`config.mk`:
```
export PLATFORM = sky130hd
export DESIGN_NAME = instruction_block_fill_unit
export DESIGN_NICKNAME = d
export VERILOG_FILES = /design/src/rtl/instruction_block_fill_unit.sv
export SDC_FILE = /design/constraint.sdc
export NUM_CORES = 1
export LEC_CHECK = 0
export CAP_MARGIN = 20
export CORE_AREA = 2 2 236 238
export DETAILED_ROUTE_END_ITERATION = 12
export DIE_AREA = 0 0 238 240
export PLACE_DENSITY_LB_ADDON = 0.1
export SYNTH_ARGS = -nofsm -noshare
export SYNTH_HDL_FRONTEND = slang
export SYNTH_SLANG_ARGS = --single-unit
```
`constraint.sdc`:
```
create_clock -name CLK -period 1.73 [get_ports CLK]
set_input_delay 0.346 -clock CLK [delete_from_list [all_inputs] [get_ports CLK]]
set_output_delay 0.346 -clock CLK [all_outputs]
set_load 0.02 [all_outputs]
```
`src/rtl/instruction_block_fill_unit.sv`:
```
// Instruction-cache block fill engine: takes a block address, streams 16 word reads
// to memory, assembles the in-order returns into one 512-bit block and hands it back.
module instruction_block_fill_unit #(
    parameter int unsigned ADDRESS_WIDTH       = 32,
    parameter int unsigned WORD_SIZE           = 4,
    parameter int unsigned WORD_PER_BLOCK      = 16,
    parameter int unsigned L2_BUS_WIDTH        = 32,
    parameter int unsigned BLOCK_ADDRESS_WIDTH = 26
) (
    input  logic                                     CLK,
    input  logic                                     RST,
    input  logic                                     ADDRESS_IN_VALID,
    output logic                                     ADDRESS_IN_READY,
    input  logic [BLOCK_ADDRESS_WIDTH-1:0]           ADDRESS_IN,
    output logic                                     MEM_READ_VALID,
    input  logic                                     MEM_READ_READY,
    output logic [ADDRESS_WIDTH-1:0]                 MEM_READ_ADDRESS,
    input  logic                                     MEM_DATA_VALID,
    input  logic [L2_BUS_WIDTH-1:0]                  MEM_DATA,
    output logic                                     DATA_OUT_VALID,
    input  logic                                     DATA_OUT_READY,
    output logic [WORD_PER_BLOCK*L2_BUS_WIDTH-1:0]   DATA_OUT
);

    localparam int unsigned WORD_IDX_W = $clog2(WORD_PER_BLOCK);
    localparam int unsigned BYTE_OFF_W = $clog2(WORD_SIZE);
    localparam int unsigned CNT_W      = WORD_IDX_W + 1;
    localparam logic [CNT_W-1:0]      CNT_MAX  = CNT_W'(WORD_PER_BLOCK);
    localparam logic [WORD_IDX_W-1:0] LAST_IDX = WORD_IDX_W'(WORD_PER_BLOCK - 1);

    typedef enum logic [1:0] {
        IDLE = 2'd0,
        FILL = 2'd1,
        RESP = 2'd2
    } state_e;

    state_e                                        state_q, state_d;
    logic [BLOCK_ADDRESS_WIDTH-1:0]                block_addr_q, block_addr_d;
    logic [CNT_W-1:0]                              issue_cnt_q, issue_cnt_d;
    logic [CNT_W-1:0]                              recv_cnt_q, recv_cnt_d;
    // Packed by slot: slot WORD_PER_BLOCK-1 is the MSB word, which holds word 0.
    logic [WORD_PER_BLOCK-1:0][L2_BUS_WIDTH-1:0]   data_q, data_d;
    logic [WORD_IDX_W-1:0]                         slot_idx;

    always_ff @(posedge CLK) begin
        if (RST) begin
            state_q      <= IDLE;
            block_addr_q <= '0;
            issue_cnt_q  <= '0;
            recv_cnt_q   <= '0;
            data_q       <= '0;
        end else begin
            state_q      <= state_d;
            block_addr_q <= block_addr_d;
            issue_cnt_q  <= issue_cnt_d;
            recv_cnt_q   <= recv_cnt_d;
            data_q       <= data_d;
        end
    end

    // Next-state, read issue and in-order data capture
    always_comb begin
        state_d      = state_q;
        block_addr_d = block_addr_q;
        issue_cnt_d  = issue_cnt_q;
        recv_cnt_d   = recv_cnt_q;
        data_d       = data_q;
        slot_idx     = LAST_IDX - recv_cnt_q[WORD_IDX_W-1:0];

        unique case (state_q)
            IDLE: begin
                if (ADDRESS_IN_VALID) begin
                    block_addr_d = ADDRESS_IN;
                    issue_cnt_d  = '0;
                    recv_cnt_d   = '0;
                    state_d      = FILL;
                end
            end
            FILL: begin
                if ((issue_cnt_q < CNT_MAX) && MEM_READ_READY) begin
                    issue_cnt_d = issue_cnt_q + CNT_W'(1);
                end
                if (MEM_DATA_VALID && (recv_cnt_q < CNT_MAX)) begin
                    data_d[slot_idx] = MEM_DATA;
                    recv_cnt_d       = recv_cnt_q + CNT_W'(1);
                    if (recv_cnt_q == CNT_MAX - CNT_W'(1)) begin
                        state_d = RESP;
                    end
                end
            end
            RESP: begin
                if (DATA_OUT_READY) begin
                    state_d = IDLE;
                end
            end
            default: state_d = IDLE;
        endcase
    end

    // Outputs decode directly from flops only
    assign ADDRESS_IN_READY = (state_q == IDLE);
    assign MEM_READ_VALID   = (state_q == FILL) && (issue_cnt_q < CNT_MAX);
    assign MEM_READ_ADDRESS = ADDRESS_WIDTH'({block_addr_q, issue_cnt_q[WORD_IDX_W-1:0],
                                              {BYTE_OFF_W{1'b0}}});
    assign DATA_OUT_VALID   = (state_q == RESP);
    assign DATA_OUT         = data_q;

endmodule

```
==> run metrics, run 1 <==
Peak Freq=587 MHz; GP Congestion=0.811; endpoint type of the worst setup path=output port; sequential fraction of the synthesis area=0.549; Most used DFF post-synth=dfxtp_1; R2R cell count=6; initial antenna violation count=3; global-route wire length before repair=106 mm; Hold Vio Cnt, Final=0; Slew @ Worst Pin=0.501 ns; largest net degree at the start of global routing=58; Reg clk slew, reported paths=0.06 ns; DR vias=16100; Lkg Pwr=16.4 nW; Syn-to-layout area delta=46.3%; Setup Skew=0.0145 ns; CTS buffer count=58; Reg2Reg Setup Slack=0.12 ns; CP max-delay cell=dlygate4sd2_1; Cell variety after synth=37; Post-Route WL=72.7 mm; # IOs=611; postcts setup bufs=0; Yosys top cell by area=dfxtp_1; number of synthesized flops with an enable pin=0; final core occ=0.536; status=finished, final reports clean; fin cells=3323; Core Box Area=54700 sq um; dpl cells=3218; post-route antenna net violation count=0; commonest non-fill, non-tap cell in the layout=nand2_1; Min Hold Slack=0.295 ns; synth top area cells=dfxtp_1, mux2i_1, nand2_1, clkbuf_1, buf_6; worst-path cell chain=dlygate4sd2_1; P per Cell Area=905 nW/um^2; total grt overflow=0; Starting DRT DRC Count=692; Hold-fix buffers, CTS=0; dpl hpwl=52.7 mm; crit path capture=DATA_OUT[387]; commonest cells after routing, fill and taps aside=nand2_1, dfxtp_1, mux2i_1; Mapped Avg Cell Area=10.4 sq um; critical setup path kind=reg -> out; Worst-Skew Late Latency=0.61 ns; CP Launch Type=flop; max-slew violations=0; worst r2r src=recv_cnt_q[0]; Worst slew margin=0.666; Buf/Inv on CP=1; FF-to-FF End=DATA_OUT[53]; maxcap violations=0; CTS tree=yes; clk sinks=550; Die Width=238 um; initial core utilization=0.367; yosys synthesis warning count=0; Cells after Synth=1933; Die Y-Extent=240 um; path type of the worst min-delay path=in -> reg; DR DRC count=0; DR WL/cell=21.9 um; mapped cell area=20000 sq um; min Tclk post-route=1.70 ns; NumNets Final=2644; Longest Clk Path Bufs=3; CP startpoint=DATA_OUT[387]; crit path DAT=1.36 ns; worst-path maximum fanout=2; layout cells sized above 1=0.103; Synth top area share=0.549; port buffer count=608; Total GRT Usage=0.247; die area=57100 sq um; vias in the first global route=16400; Critical Path RT=1.38 ns; async set-reset flop share out of synthesis=0; final worst-path cycle share=0.985; Placement Rows=86; #FFs+latches synth=550; H-tree depth=2; Crit path max-delay family=buffers and inverters; RSZ-0062 raised after global routing=yes; Stages on worst setup path=1; Max rail drop VDD=0.726 mV; DR pass1 iterations=5; post-DR vias/cell=4.84; Clock Tree Root=clkbuf_16; slowest stage delay, CP=0.43 ns; final setup violation count=0
metrics by stage:
step,setup slack (ns),power [mW],area (sq um),setup TNS (ns)
final,0.0253,26.5,29300,0
after global routing,-0.0375,27.4,29300,-0.0749
after CTS,-0.0309,26.8,29300,-0.0309
after detailed placement,-0.289,14.7,28100,-112.27
after global placement,-0.284,14.6,28100,-106.31
after floorplan,0.181,13.7,20000,0
worst min-delay path by stage:
stage / cells after the start / to / startpoint / slack [ns]
floorplan: 2 / issue_cnt_q[3] / issue_cnt_q[3] / 0.47
global placement: 2 / DATA_OUT[43] / DATA_OUT[43] / 0.44
detailed placement: 2 / block_addr_q[4] / block_addr_q[4] / 0.45
CTS: 3 / block_addr_q[10] / ADDRESS_IN[10] / 0.26
global route: 3 / block_addr_q[11] / ADDRESS_IN[11] / 0.28
finish: 3 / block_addr_q[17] / ADDRESS_IN[17] / 0.30
cells in the mapped netlist, types with 2 or more instances:
library cell	number
nand2b_1	3
mux2i_1	513
nand4bb_1	2
buf_1	8
nand3_4	7
nand3_1	10
nand4_2	2
buf_6	21
nand2_1	600
a21oi_1	36
inv_1	5
nor2b_1	5
ha_1	6
dfxtp_1	550
nor2_1	3
o21ai_0	4
buf_2	28
nand3_2	4
clkbuf_1	90
buf_4	16
or3_1	4
registers in the layout, summed over array words and instances, names as in the netlist:
register,flops
DATA_OUT,512
recv_cnt_q,5
issue_cnt_q,5
state_q,2
block_addr_q,26
layout make-up:
class / count / area (sq um)
Timing Repair Buffer: 744 / 7350
Antenna cell: 3 / 7.51
Clock inverter: 11 / 115
Inverter: 6 / 30.0
Fill cell: 5067 / 25300
Sequential cell: 550 / 11000
Clock buffer: 91 / 1750
Tap cell: 704 / 881
Multi-Input combinational cell: 1214 / 8180
layer usage:
metal	global-route usage	up-vias	share of wire
li1	-	7646	-
met3	0.0789	130	0.077
met5	0	-	0
met4	0.0941	0	0.036
met2	0.419	509	0.48
met1	0.292	7788	0.41
power by group:
part	internal [mW]	switching, mW	total (mW)	leakage [nW]
sequential	12.7	0.0431	12.8	4.44
combinational	0.609	0.917	1.53	11.0
clock	7.17	5.04	12.2	0.916
total	20.5	6.00	26.5	16.4
logic make-up after synthesis:
kind of cell	count (synthesis)	share of synthesized area
other	1	0.000187
flip-flops	550	0.549
AND/OR/NAND/NOR	650	0.134
adder cells (fa/ha/maj)	6	0.00375
buffers and inverters	170	0.0453
multiplexers	513	0.256
AO/OA/AOI/OAI	43	0.0113
timing repair:
item / 4_1_cts / 5_1_grt
endpoints found under the hold margin: 0 / 0
cloned: 0 / 0
setup endpoints to repair: 545 / 76
resized for setup: 601 / 54
No activity file was read; power rests on OpenSTA's default activity.
==> inputs of run 2 (changes only) <==
--- a/config.mk
+++ b/config.mk
@@ -9,7 +9,7 @@
 export CORE_AREA = 2 2 236 238
 export DETAILED_ROUTE_END_ITERATION = 12
 export DIE_AREA = 0 0 238 240
-export PLACE_DENSITY_LB_ADDON = 0.1
+export PLACE_DENSITY = 0.71
 export SYNTH_ARGS = -nofsm -noshare
 export SYNTH_HDL_FRONTEND = slang
 export SYNTH_SLANG_ARGS = --single-unit
==> run metrics, run 2 (synthesis gave the netlist of run 1 again) <==
Core Box Area=54700 sq um; vias in the first global route=16300; # IOs=611; post-route antenna net violation count=0; Clock Tree Root=clkbuf_16; largest net degree at the start of global routing=56; Hold Vio Cnt, Final=0; crit path DAT=2.15 ns; Hold-fix buffers, CTS=0; Total GRT Usage=0.237; commonest non-fill, non-tap cell in the layout=nand2_1; CTS tree=yes; Post-CTS Resized=563; Peak Freq=592 MHz; DR DRC count=0; P per Cell Area=920 nW/um^2; Critical Path RT=2.19 ns; clk sinks=550; layout cells sized above 1=0.0936; fill count=4922; endpoint type of the worst setup path=flop; port buffer count=608; Die Width=238 um; post-DR vias/cell=4.88; CP max-delay cell=dfxtp_2; worst-path cell chain=buf_4, and4bb_1, buf_12, nand4_4, buf_12, mux2i_2; final worst-path cycle share=0.977; postcts setup bufs=0; Longest Clk Path Bufs=3; worst-path maximum fanout=31; dpl hpwl=50.1 mm; final setup TNS=0 ns; Max rail drop VDD=0.801 mV; commonest cells after routing, fill and taps aside=nand2_1, dfxtp_1, dlygate4sd2_1; global-route wire length before repair=102 mm; max FFs per register=512; register area=11000 sq um; total grt overflow=0; Worst-Skew Late Latency=0.59 ns; critical setup path kind=reg -> reg; Area after DPL=27700 sq um; area of the multi-input gates=8190 sq um; final instance area=29000 sq um; DR pass1 iterations=5; Post-Route WL=69.8 mm; Lkg Pwr=16.4 nW; die area=57100 sq um; Placement Rows=86; Die Y-Extent=240 um; DR vias=16100; Reg clk slew, reported paths=0.06 ns; path type of the worst min-delay path=in -> reg; GP Congestion=0.808; CP Launch Type=flop; slowest stage delay, CP=0.33 ns; CTS buffer count=55; min Tclk post-route=1.69 ns; NumNets Final=2620; status=finished, final reports clean; final setup violation count=0; maxcap violations=0; max-slew violations=0; cell mode on critical path=buf_12; Syn-to-layout area delta=44.8%; Setup Skew=0.0135 ns; DR WL/cell=21.1 um; initial antenna violation count=4; initial core utilization=0.367; Power Total=26.7 mW; H-tree depth=2; Starting DRT DRC Count=792
-- run 2: path summary, 6_finish.rpt --
check	from	to	slack, ns	cells after the start
setup reg to reg	state_q[0]	DATA_OUT[99]	0.04	6
setup / recovery	state_q[0]	DATA_OUT[99]	0.04	6
hold / removal	ADDRESS_IN[22]	block_addr_q[22]	0.31	3
hold reg to reg	block_addr_q[10]	block_addr_q[10]	0.45	2
-- run 2: metrics by stage --
step	hold slack (ns)	std cells	setup WS, ns	utilization
2_1_floorplan	0.471	1934	0.181	-
3_3_place_gp	0.441	3197	-0.245	0.507
3_5_place_dp	0.446	3197	-0.262	0.507
4_1_cts	0.276	3299	-0.0525	0.530
5_1_grt	0.299	3302	-0.00130	0.531
6_report	0.310	3303	0.0399	0.531
-- run 2: layer usage --
layer / part of all wire / track usage
met2: 0.48 / 0.405
met3: 0.069 / 0.0606
met5: 0 / 0
met4: 0.038 / 0.0985
met1: 0.41 / 0.282
-- run 2: cell type report --
type | instances | share of cell area
Sequential cell | 550 | 0.380
Multi-Input combinational cell | 1214 | 0.282
Timing Repair Buffer | 723 | 0.241
Clock buffer | 77 | 0.0555
Tap cell | 704 | 0.0304
Clock inverter | 25 | 0.0100
Inverter | 6 | 0.00103
Antenna cell | 4 | 0.000345
-- run 2: power breakdown --
group	total (mW)	internal (mW)	leakage (nW)	switching, mW
combinational	1.49	0.568	11.0	0.922
clock	12.4	7.39	0.941	5.04
sequential	12.8	12.7	4.44	0.0404
total	26.7	20.7	16.4	6.00
-- run 2: critical path: cells and delay by family, from the launching register on --
family        cells  cell delay, ns
simple gates      2            0.39
flops             1            0.33
mux               1            0.21
buf+inv           3            0.57
